--- config.mk ---
export PLATFORM = sky130hd
export DESIGN_NAME = accel_apb_slv
export DESIGN_NICKNAME = d
export VERILOG_FILES = /design/src/rtl/accel_apb_slv_pkg.sv /design/src/rtl/amba_pkg.sv /design/src/rtl/accel_apb_slv.sv
export SDC_FILE = /design/constraint.sdc
export NUM_CORES = 1
export LEC_CHECK = 0
export ABC_AREA = 1
export CAP_MARGIN = 20
export CORE_AREA = 2 2 197 199
export CTS_CLUSTER_DIAMETER = 150
export DETAILED_ROUTE_END_ITERATION = 7
export DIE_AREA = 0 0 199 201
export PLACE_DENSITY_LB_ADDON = 0.1
export SYNTH_ARGS = -nofsm -noshare
export SYNTH_HDL_FRONTEND = slang
export SYNTH_SLANG_ARGS = --single-unit
export TNS_END_PERCENT = 30
--- constraint.sdc ---
create_clock -name i_clk -period 3.4 [get_ports i_clk]
set_input_delay 0.51 -clock i_clk [delete_from_list [all_inputs] [get_ports i_clk]]
set_output_delay 0.51 -clock i_clk [all_outputs]
set_load 0.1 [all_outputs]
--- src/rtl/accel_apb_slv_pkg.sv ---
// State encoding, register bundle and reset value for the generic APB
// responder that fronts every bus1 peripheral.
package accel_apb_slv_pkg;

    typedef enum logic [1:0] {
        State_Idle     = 2'd0,
        State_Request  = 2'd1,
        State_WaitResp = 2'd2,
        State_Resp     = 2'd3
    } state_t;

    typedef struct packed {
        state_t      state;
        logic [31:0] req_addr;
        logic        req_write;
        logic [31:0] req_wdata;
        logic [3:0]  req_wstrb;
        logic [31:0] resp_rdata;
        logic        resp_err;
    } accel_apb_slv_registers;

    localparam accel_apb_slv_registers accel_apb_slv_r_reset = '{
        state:      State_Idle,
        req_addr:   32'h0,
        req_write:  1'b0,
        req_wdata:  32'h0,
        req_wstrb:  4'h0,
        resp_rdata: 32'h0,
        resp_err:   1'b0
    };

    // Timeout counter width; a disabled timeout still keeps a 1-bit counter.
    function automatic int tmo_width(input int cycles);
        return (cycles <= 0) ? 1 : $clog2(cycles + 1);
    endfunction

endpackage

--- src/rtl/amba_pkg.sv ---
// Shared bus1 interconnect types: APB request/response, slave address map
// entry and the plug-and-play descriptor emitted by every slave.
package amba_pkg;

    localparam logic [15:0] VENDOR_OPTIMITECH  = 16'h00F1;
    localparam logic [1:0]  PNP_CFG_TYPE_SLAVE = 2'd2;

    typedef struct packed {
        logic [31:0] paddr;
        logic        pwrite;
        logic [31:0] pwdata;
        logic [3:0]  pstrb;
        logic        pselx;
        logic        penable;
        logic [2:0]  pprot;
    } apb_in_type;

    typedef struct packed {
        logic        pready;
        logic [31:0] prdata;
        logic        pslverr;
    } apb_out_type;

    typedef struct packed {
        logic [63:0] addr_start;
        logic [63:0] addr_end;
    } mapinfo_type;

    typedef struct packed {
        logic [1:0]  descrtype;
        logic [15:0] vid;
        logic [15:0] did;
        logic [63:0] addr_start;
        logic [63:0] addr_end;
    } dev_config_type;

endpackage

--- src/rtl/accel_apb_slv.sv ---
// APB responder: turns an APB setup/access into one req/resp beat toward the
// device, inserting wait states until it answers or the timeout fires.
module accel_apb_slv
    import amba_pkg::*;
    import accel_apb_slv_pkg::*;
#(
    parameter logic [15:0] vid            = VENDOR_OPTIMITECH,
    parameter logic [15:0] did            = 16'h0,
    parameter int          timeout_cycles = 64
) (
    input  logic           i_clk,
    input  logic           i_rst,
    input  mapinfo_type    i_mapinfo,
    output dev_config_type o_cfg,
    input  apb_in_type     i_apbi,
    output apb_out_type    o_apbo,
    output logic           o_req_valid,
    output logic [31:0]    o_req_addr,
    output logic           o_req_write,
    output logic [31:0]    o_req_wdata,
    output logic [3:0]     o_req_wstrb,
    input  logic           i_req_ready,
    input  logic           i_resp_valid,
    input  logic [31:0]    i_resp_rdata,
    input  logic           i_resp_err
);

    localparam int TMO_W = tmo_width(timeout_cycles);
    localparam logic [TMO_W-1:0] TMO_LAST =
        TMO_W'((timeout_cycles == 0) ? 0 : timeout_cycles - 1);

    accel_apb_slv_registers r, rin;
    logic [TMO_W-1:0]       tmo_cnt, tmo_nxt;
    logic                   tmo_expired;
    logic                   unused_pprot;

    assign unused_pprot = ^i_apbi.pprot;
    assign tmo_expired  = (timeout_cycles != 0) && (tmo_cnt == TMO_LAST);

    always_comb begin
        rin     = r;
        tmo_nxt = tmo_cnt;
        unique case (r.state)
            State_Idle: begin
                // Only a clean setup phase starts a transfer; a stray access
                // phase without a preceding setup is dropped.
                if (i_apbi.pselx && !i_apbi.penable) begin
                    rin.req_addr  = i_apbi.paddr - i_mapinfo.addr_start[31:0];
                    rin.req_write = i_apbi.pwrite;
                    rin.req_wdata = i_apbi.pwdata;
                    rin.req_wstrb = i_apbi.pwrite ? i_apbi.pstrb : 4'h0;
                    tmo_nxt       = '0;
                    rin.state     = State_Request;
                end
            end
            State_Request: begin
                tmo_nxt = tmo_cnt + TMO_W'(1);
                if (!i_apbi.pselx) begin
                    rin.state = State_Idle;
                end else if (i_req_ready) begin
                    rin.state = State_WaitResp;
                end else if (tmo_expired) begin
                    rin.resp_rdata = 32'hFFFF_FFFF;
                    rin.resp_err   = 1'b1;
                    rin.state      = State_Resp;
                end
            end
            State_WaitResp: begin
                tmo_nxt = tmo_cnt + TMO_W'(1);
                // A response landing on the expiry cycle beats the timeout.
                if (!i_apbi.pselx) begin
                    rin.state = State_Idle;
                end else if (i_resp_valid) begin
                    rin.resp_rdata = i_resp_rdata;
                    rin.resp_err   = i_resp_err;
                    rin.state      = State_Resp;
                end else if (tmo_expired) begin
                    rin.resp_rdata = 32'hFFFF_FFFF;
                    rin.resp_err   = 1'b1;
                    rin.state      = State_Resp;
                end
            end
            State_Resp: begin
                rin.state = State_Idle;
            end
            default: begin
                rin.state = State_Idle;
            end
        endcase
    end

    always_ff @(posedge i_clk) begin
        if (i_rst) begin
            r       <= accel_apb_slv_r_reset;
            tmo_cnt <= '0;
        end else begin
            r       <= rin;
            tmo_cnt <= tmo_nxt;
        end
    end

    // Everything below decodes registered state only.
    assign o_apbo.pready  = (r.state == State_Resp);
    assign o_apbo.prdata  = (r.state == State_Resp) ? r.resp_rdata : 32'h0;
    assign o_apbo.pslverr = (r.state == State_Resp) ? r.resp_err : 1'b0;

    assign o_req_valid = (r.state == State_Request);
    assign o_req_addr  = r.req_addr;
    assign o_req_write = r.req_write;
    assign o_req_wdata = r.req_wdata;
    assign o_req_wstrb = r.req_wstrb;

    assign o_cfg.descrtype  = PNP_CFG_TYPE_SLAVE;
    assign o_cfg.vid        = vid;
    assign o_cfg.did        = did;
    assign o_cfg.addr_start = i_mapinfo.addr_start;
    assign o_cfg.addr_end   = i_mapinfo.addr_end;

endmodule

==> results of run 1 <==
path summary, 6_finish.rpt:
path                                       end  slack, ps
setup reg to reg            r[16]$_SDFFE_PP0P_       1180
setup / recovery                    o_apbo[28]        880
hold reg to reg   o_req_wdata[24]$_SDFFE_PP0P_        470
hold / removal    o_req_wdata[24]$_SDFFE_PP0P_        470
synth_stat cells:
master    instances  area, um^2
nand2_1         348        1310
buf_4           240        1800
inv_1           217         815
dfxtp_1         111        2220
a21oi_1         100         500
nor3_1           70         350
nor2_1           50         188
nand3_1          44         220
ha_1             37         463
clkbuf_1         20        75.1
o21ai_0          20         100
nand2_2          15        93.8
o21a_1           15         113
o21bai_1         15         113
xor2_1           12         105
buf_2            11        55.1
inv_2             5        18.8
nand4_1           3        18.8
nor2_2            3        18.8
xnor2_1           3        26.3
conb_1            2        7.51
nand3_2           2        20.0
o211ai_1          2        15.0
a211oi_1          1        7.51
a21o_1            1        7.51
a21oi_2           1        8.76
a221oi_1          1        8.76
a31oi_1           1        6.26
and2_0            1        6.26
buf_1             1        3.75
fa_1              1        20.0
nand2_4           1        11.3
nor2_4            1        11.3
nor3_2            1        10.0
nor3b_1           1        7.51
o21ai_2           1        8.76
o21bai_2          1        11.3
or2_1             1        6.26
worst register-to-register path: stages, from the launching register on:
cell     delay (ps)
dfxtp_1         340
inv_1           110
ha_1            230
or2_1           160
nand3_2         300
inv_2           650
a21oi_1         160
nor3_1          180
placed cells by master, fill, tap and decap left out, types with 3 or more instances in the layout:
master and instances:
nand2_1 348, inv_1 217, clkdlybuf4s50_1 189, dfxtp_1 111
a21oi_1 100, buf_4 92, nor3_1 70, nor2_1 50
nand3_1 44, ha_1 37, conb_1 34, o21ai_0 20
nand2_2 15, o21bai_1 15, o21a_1 15, xor2_1 12
clkbuf_16 9, inv_2 5, nor2_2 3, nand4_1 3
xnor2_1 3
layout make-up:
class | instances | area, um^2 | share of cell area (%)
Multi-Input combinational cell | 787 | 3910 | 37.1
Timing Repair Buffer | 283 | 2610 | 24.7
Sequential cell | 111 | 2220 | 21.1
Inverter | 222 | 833 | 7.91
Tap cell | 518 | 648 | 6.15
Clock buffer | 10 | 239 | 2.27
Clock inverter | 6 | 75.1 | 0.712
Antenna cell | 2 | 5.00 | 0.0475
logic make-up (layout without fill, tap and decap cells):
logic type               count (synthesis)  count (layout)  synth area share [%]
other                                    2              36                0.0855
AND/OR/NAND/NOR                        541             541                  25.8
buffers and inverters                  494             521                  31.5
AO/OA/AOI/OAI                          159             159                  10.2
XOR/XNOR                                15              15                  1.50
flip-flops                             111             111                  25.3
adder cells (fa/ha/maj)                 38              38                  5.50
flip-flops by register name, indices dropped and copies added, names as in the netlist:
signal,count
o_req_addr,32
o_req_wdata,32
o_req_write,1
o_req_wstrb,4
r,35
tmo_cnt,7
through the flow:
| step | hold slack [ps] | instances | power, mW |
|---|---|---|---|
| floorplan | 439 | 1392 | 3.23 |
| finish | 466 | 1939 | 4.15 |
| global route | 481 | 1939 | 4.39 |
| CTS | 469 | 1937 | 4.25 |
| global placement | 452 | 1921 | 3.04 |
| detailed placement | 456 | 1921 | 3.04 |
routing by layer:
layer  vias up  GRT usage, %  part of all wire [%]
met5         -             0                     0
met4         0          5.30                   2.5
met3        54          3.68                   6.7
met2       278          23.7                    46
met1      3532          17.1                    44
li1       4013             -                     -
power by group through the flow:
stage	Sequential, mW	Combinational (mW)	Clock, mW
2_1_floorplan	1.41	1.82	0
3_3_place_gp	1.41	1.62	0
3_5_place_dp	1.42	1.62	0
4_1_cts	1.39	1.63	1.24
5_1_grt	1.39	1.72	1.28
6_report	1.38	1.60	1.16
==> metrics.txt, run 1 <==
reg-to-reg startpoint r[103]$_SDFFE_PP0P_; Crit Path Category register to primary output; TritonCTS buffer count 9; clock sinks between 100 and 150; Die H approximately 200 um; HP Start o_req_wdata[24]$_SDFFE_PP0P_; # hold bufs at CTS 0; slowest stage cell, crit path ha_1; Die ar. 0.0400 mm^2; Rel. slew slack between 30% and 40%; Lkg Pwr roughly 5.3 nW; Crit path depth 5; Max-Cap Viols 0; arrival time at the worst endpoint between 2000 and 2500 ps; critical path capture point type primary output; P&R area growth vs syn 20.0%; first-pass GRT wire length 43400 um; Crit Path Max Fanout 27; Max Buffers Root-to-Sink 2; Std-Cell Rows 72; setup ws final 882 ps; routed len/inst between 10 and 15 um; Final Hold Fails 0; PD cells 394 mW/mm^2; NetSw 1.75 mW; CP Launch Point r[103]$_SDFFE_PP0P_; Max IR drop VDD 0.000226 V; Fin Clk Skew 8.28 ps; synthesized flop and latch total 111; vias per cell 4.06; RSZ-0062 raised after global routing false; CTS tree built; crit path cell chain ha_1 > buf_4 > nand2_1 > inv_1 > buf_4; Die Width 199 um; Post-Route WL 28300 um; total global-route track usage around 14%; Internal about 2.4 mW; Gate power share 38.7%; Place WS 598 ps; final instance area ~0.011 mm^2; Initial Util 23.0%; H-Tree Depth 3; sequential share of the synthesized area 25.3%; Placer Congestion 0.777; worst path buffer plus inverter count 3; initial antenna violation count 2; Detailed Route Iter0 Violations 308; Mean Syn Cell Area 6.46 um^2; Clock power frac 28.0%; switching share of power 42.2%; detailed-route DRC error count 0; Finished Core Util between 20 and 30%; HP Class register to register; Req. time, crit path 2890 ps; final count of pins violating max slew 0; max incr delay on CP 390 ps; HPWL after detailed placement 22000 um; core outline area 0.0381 mm^2; largest net degree at the start of global routing 77; Post-DP Area approximately 0.010 mm^2; Pre-Repair DR Iteration Count 5; FMAX 397 MHz; Yosys warning total 0; final setup TNS 0 ps; worst skew pair latency approximately 360 ps; status finished clean; Top cell by count, worst path buf_4; startpoint types register; Cell variety after synth 38; Hold Path Cell Cnt 2; via count 7877; crit share post-route around 74%; Worst Max-Slew Pin Slew 1030 ps; grt ovf 0; Post-CTS Setup Bufs 0; IO Port Bufs 275; CTS root buffer clkbuf_16; Worst path top cell family by delay buffers and inverters; Clock transition at path regs 80 ps; fillers 4353; IO Count between 500 and 600; ratio of cells with drive above 1 in the final layout 9.94%; PostCTS Resize Cnt 0; worst r2r path cells 7; mapped cell area 0.00878 mm^2; final-report setup violation count 0; layout net count 1691; crit path time final 2520 ps; number of global-route vias before repair 7766; cell count after synthesis 1360; Reg power frac 33.4%; antenna viol nets, final 0
Note: power is estimated with default switching activity, not from simulation.
==> run 2, diff against run 1 <==
- CORE_AREA: 2 2 197 199 -> 2 2 194 196
- DIE_AREA: 0 0 199 201 -> 0 0 196 198
- clock period: 3.4 -> 2.6 ns (I/O delays scaled with it)
==> run 2 against run 1 <==
Against the previous run:
- final area rose by 3.3%
- count of clock-buffer cells in the layout did not move
- register-to-register slack got worse by 480 ps
- sequential power rose by 31%
- wire length fell by 0.97%
==> metrics.txt, run 2 (synthesis gave the netlist of run 1 again) <==
status finished clean; PD cells roughly 510 mW/mm^2; initial antenna violation count 1; ratio of cells with drive above 1 in the final layout about 14%; antenna viol nets, final 0; final-report setup violation count 0; vias per cell 4.13; setup ws final 408 ps; final count of pins violating max slew 0; critical path capture point type register; Fin Clk Skew 13.4 ps; RSZ-0062 raised after global routing false; Max IR drop VDD 0.000275 V; number of global-route vias before repair 7607; Max-Cap Viols 0; Die H a little under 200 um; grt ovf 0; Initial Util between 20% and 30%; Lkg Pwr 5.51 nW; largest net degree at the start of global routing 77; total global-route track usage 14.3%; P&R area growth vs syn 24.1%; crit share post-route 84.3%; core outline area 0.0370 mm^2; TritonCTS buffer count 9; Reg power frac 32.8%; most frequent cells in the layout 348 x nand2_1, 217 x inv_1, 138 x clkdlybuf4s50_1; Clock transition at path regs 80 ps; Max Buffers Root-to-Sink 2; CTS root buffer clkbuf_16; # hold bufs at CTS 0; first-pass GRT wire length 43100 um; H-Tree Depth 3; Req. time, crit path 2860 ps; PostCTS Resize Cnt 0; NetSw between 2 and 2.5 mW; CTS tree built; Gate power share approximately 38%; detailed-route DRC error count 0; Internal 3.23 mW; Post-DP Area 0.0106 mm^2; Placer Congestion 0.782; HPWL after detailed placement ~22000 um; switching share of power a little over 40%; Rel. slew slack 37.9%; fillers approximately 4200; IO Port Bufs ~280; Die Width between 150 and 200 um; Place WS about 38 ps; Crit Path Max Fanout 4; Detailed Route Iter0 Violations 289; HP Class register to register; via count 7868; crit path time final 2190 ps; worst skew pair latency 360 ps; final setup TNS 0 ps; Clock power frac 29.2%; Pre-Repair DR Iteration Count 5; arrival time at the worst endpoint between 2000 and 2500 ps; startpoint types primary input; IO Count 505; FMAX 456 MHz; Final Hold Fails 0; Crit Path Category primary input to register; Die ar. ~0.039 mm^2; Largest Register r; Std-Cell Rows 71; Largest register FFs 35; layout net count between 1500 and 2000; Post-Route WL 28000 um; Post-CTS Setup Bufs 0; Worst Max-Slew Pin Slew 932 ps; final instance area around 0.011 mm^2; clock sinks 111; routed len/inst 14.7 um; commonest non-fill, non-tap cell in the layout nand2_1
==> run 2: cell types whose count changed in the layout (fill, tap and decap cells not counted) <==
cell             change
clkdlybuf4s50_1     -51
buf_12              +35
buf_4               +26
bufinv_16            +1
clkinvlp_4           -1
diode_2              -1
ha_1                 -1
ha_2                 +1
==> run 2: critical path, cell delays in order <==
cell	delay, ps
clkdlybuf4s50_1	480
inv_1	50
ha_1	370
nand2_1	90
nand2_1	90
nand2_1	70
nand2_1	80
inv_1	70
nand3_1	200
nand2_1	180
nand3_1	90
nand2_1	70
nand3_1	120
nand2_1	90
inv_1	40
==> run 2: metrics by stage <==
| step | cells | power [mW] | hold WS [ps] | util (%) |
|---|---|---|---|---|
| after floorplan | 1392 | 4.22 | 439 | - |
| after global placement | 1887 | 3.97 | 448 | 28.6 |
| after detailed placement | 1887 | 3.97 | 456 | 28.6 |
| after CTS | 1903 | 5.65 | 469 | 29.5 |
| after global routing | 1904 | 5.84 | 486 | 29.5 |
| final | 1904 | 5.52 | 467 | 29.5 |
==> run 2: area by class of cell <==
class	count	area [um^2]	share of cell area (%)
Timing Repair Buffer	293	2990	27.5
Inverter	222	833	7.65
Sequential cell	111	2220	20.4
Tap cell	474	593	5.44
Clock inverter	6	97.6	0.896
Clock buffer	10	239	2.19
Multi-Input combinational cell	787	3910	35.9
Antenna cell	1	2.50	0.0230
==> run 2: path summary, 6_finish.rpt <==
path,startpoint,endpoint,slack (ps),cells after the start
worst max-delay path,i_mapinfo[70],o_req_addr[25]$_SDFFE_PP0P_,410,15
worst min-delay path,o_req_wdata[16]$_SDFFE_PP0P_,o_req_wdata[16]$_SDFFE_PP0P_,470,2
worst max register to register,tmo_cnt[0]$_SDFFE_PP0P_,r[21]$_SDFFE_PP0P_,700,8
worst min register to register,o_req_wdata[16]$_SDFFE_PP0P_,o_req_wdata[16]$_SDFFE_PP0P_,470,2
==> run 2: power groups by stage <==
| stage | Sequential, mW | Clock (mW) | Combinational (mW) |
|---|---|---|---|
| after floorplan | 1.84 | 0 | 2.38 |
| after global placement | 1.85 | 0 | 2.12 |
| after detailed placement | 1.85 | 0 | 2.12 |
| after CTS | 1.82 | 1.71 | 2.13 |
| after global routing | 1.82 | 1.75 | 2.26 |
| final | 1.81 | 1.61 | 2.10 |
==> run 2: routing by layer <==
metal  wire, um  vias to the layer above  share of wire [%]  GRT usage (%)
li1           -                     4045                  -              -
met1      12900                     3494                 46           18.4
met2      12700                      285                 45           23.6
met3       1870                       44                6.7           3.73
met4        533                        0                1.9           4.29
met5          0                        -                  0              0
==> run 3, diff against run 2 <==
- clock period: 2.6 -> 2.24 ns (I/O delays scaled with it)
==> run 3 against run 2 <==
Against the previous run:
- combinational power is 29% higher
- final area up 10%
- global-route usage is 0.15 points lower
- first-iteration DRC count is 16% lower
- sequential share of layout area is 1.9 points lower
- clock power up 11%
==> metrics.txt, run 3 (synthesis gave the netlist of run 1 again) <==
CTS tree built; Clock transition at path regs 80 ps; core outline area 0.0370 mm^2; Hold Path Cell Cnt 2; final count of pins violating max slew 0; Pre-Repair DR Iteration Count 4; Cells after DPL 1972; Crit Path Category primary input to register; HP Start o_req_wdata[10]$_SDFFE_PP0P_; Final Hold Fails 0; # hold bufs at CTS 0; PD cells 550 mW/mm^2; setup ws final 157 ps; commonest non-fill, non-tap cell in the layout nand2_1; Finished Layout Cells 1989; CTS root buffer clkbuf_16; crit path time final 2080 ps; HPWL after detailed placement 22500 um; Max-Cap Viols 0; final setup TNS 0 ps; Initial Util 23.8%; final-report setup violation count 0; Max IR drop VDD 0.000415 V; IO Count around 510; ratio of cells with drive above 1 in the final layout between 20% and 30%; grt ovf 0; worst r2r path cells 8; Worst Hold Path EP o_req_wdata[10]$_SDFFE_PP0P_; Post-Route WL 28300 um; final instance area roughly 0.012 mm^2; Post-CTS Setup Bufs 0; Total Power 6.59 mW; Finished Core Util 32.5%; Die H between 150 and 200 um; arrival time at the worst endpoint 2340 ps; reg2reg end r[22]$_SDFFE_PP0P_; Largest register FFs 35; Fin Clk Skew ~15 ps; Post-DP Area approximately 0.012 mm^2; Placer Congestion around 0.8; Place WS -273 ps; total global-route track usage 14.2%; Detailed Route Iter0 Violations 243; clock sinks between 100 and 150; number of global-route vias before repair about 8000; Die Width a little under 200 um; Largest Register r; TritonCTS buffer count 9; Max Buffers Root-to-Sink 2; initial antenna violation count 1; fillers 4065; RSZ-0062 raised after global routing false; IO Port Bufs 275; most frequent cells in the layout 347 x nand2_1, 208 x inv_1, 169 x buf_4; layout net count 1786; status finished clean; first-pass GRT wire length 43300 um; FMAX 480 MHz; startpoint types primary input; Lkg Pwr 5.98 nW; Std-Cell Rows 71; reg-to-reg startpoint r[102]$_SDFFE_PP0P_; HP Class register to register; Hold WS 468 ps; Multi-input gate area 0.00393 mm^2; routed len/inst 14.2 um; reg2reg setup slack 390 ps; H-Tree Depth 3; Crit Path Max Fanout 4; Worst Max-Slew Pin Slew roughly 920 ps; P&R area growth vs syn 36.6%; Die ar. between 0.03 and 0.04 mm^2; Rel. slew slack 38.4%; critical path capture point type register; CP Launch Point i_mapinfo[65]; largest net degree at the start of global routing 77; antenna viol nets, final 0; via count 8039; worst skew pair latency 360 ps; detailed-route DRC error count 0; crit share post-route 93.0%; Register Area 0.00222 mm^2; vias per cell 4.04; Req. time, crit path between 2000 and 2500 ps
-- run 3: where the power goes --
part           internal [mW]  switching [mW]  total, mW
sequential              2.05          0.0481       2.10
combinational          0.887            1.82       2.71
clock                  0.909           0.875       1.78
-- run 3: worst max path at each step --
stage	slack (ps)	cells past startpoint	endpoint
CTS	110	13	o_req_addr[28]$_SDFFE_PP0P_
detailed placement	-270	13	o_req_addr[28]$_SDFFE_PP0P_
finish	160	14	o_req_addr[21]$_SDFFE_PP0P_
global route	1	14	o_req_addr[24]$_SDFFE_PP0P_
floorplan	-170	5	o_apbo[19]
global placement	-270	13	o_req_addr[28]$_SDFFE_PP0P_
-- run 3: repair_timing --
action | in CTS | in global routing
gates resized for setup | 0 | 6
endpoints found under the hold margin | 0 | 0
endpoints found under the setup margin | 0 | 9
-- run 3: area by class of cell --
| class | count | share of cell area (%) |
|---|---|---|
| Multi-Input combinational cell | 787 | 32.8 |
| Inverter | 222 | 7.23 |
| Sequential cell | 111 | 18.5 |
| Antenna cell | 1 | 0.0209 |
| Tap cell | 474 | 4.94 |
| Timing Repair Buffer | 378 | 33.8 |
| Clock buffer | 9 | 1.88 |
| Clock inverter | 7 | 0.803 |
-- run 3: critical path, cell delays in order --
cell	delay [ps]
clkdlybuf4s50_1	620
inv_1	80
ha_1	300
nand3_1	120
nand2_4	120
nand2_2	50
nand2_2	70
nand2_2	60
nand2_2	120
nand2_1	80
nand3_1	70
nand3_1	170
nand2_1	100
inv_1	40
-- run 3: per-layer routing --
metal | wire length (um) | vias up | global-route usage [%] | share of wire, %
met3 | 1820 | 45 | 3.47 | 6.4
met4 | 862 | 0 | 5.08 | 3.1
met1 | 12600 | 3524 | 17.5 | 45
met5 | 0 | - | 0 | 0
met2 | 12900 | 260 | 24.0 | 46
li1 | - | 4210 | - | -
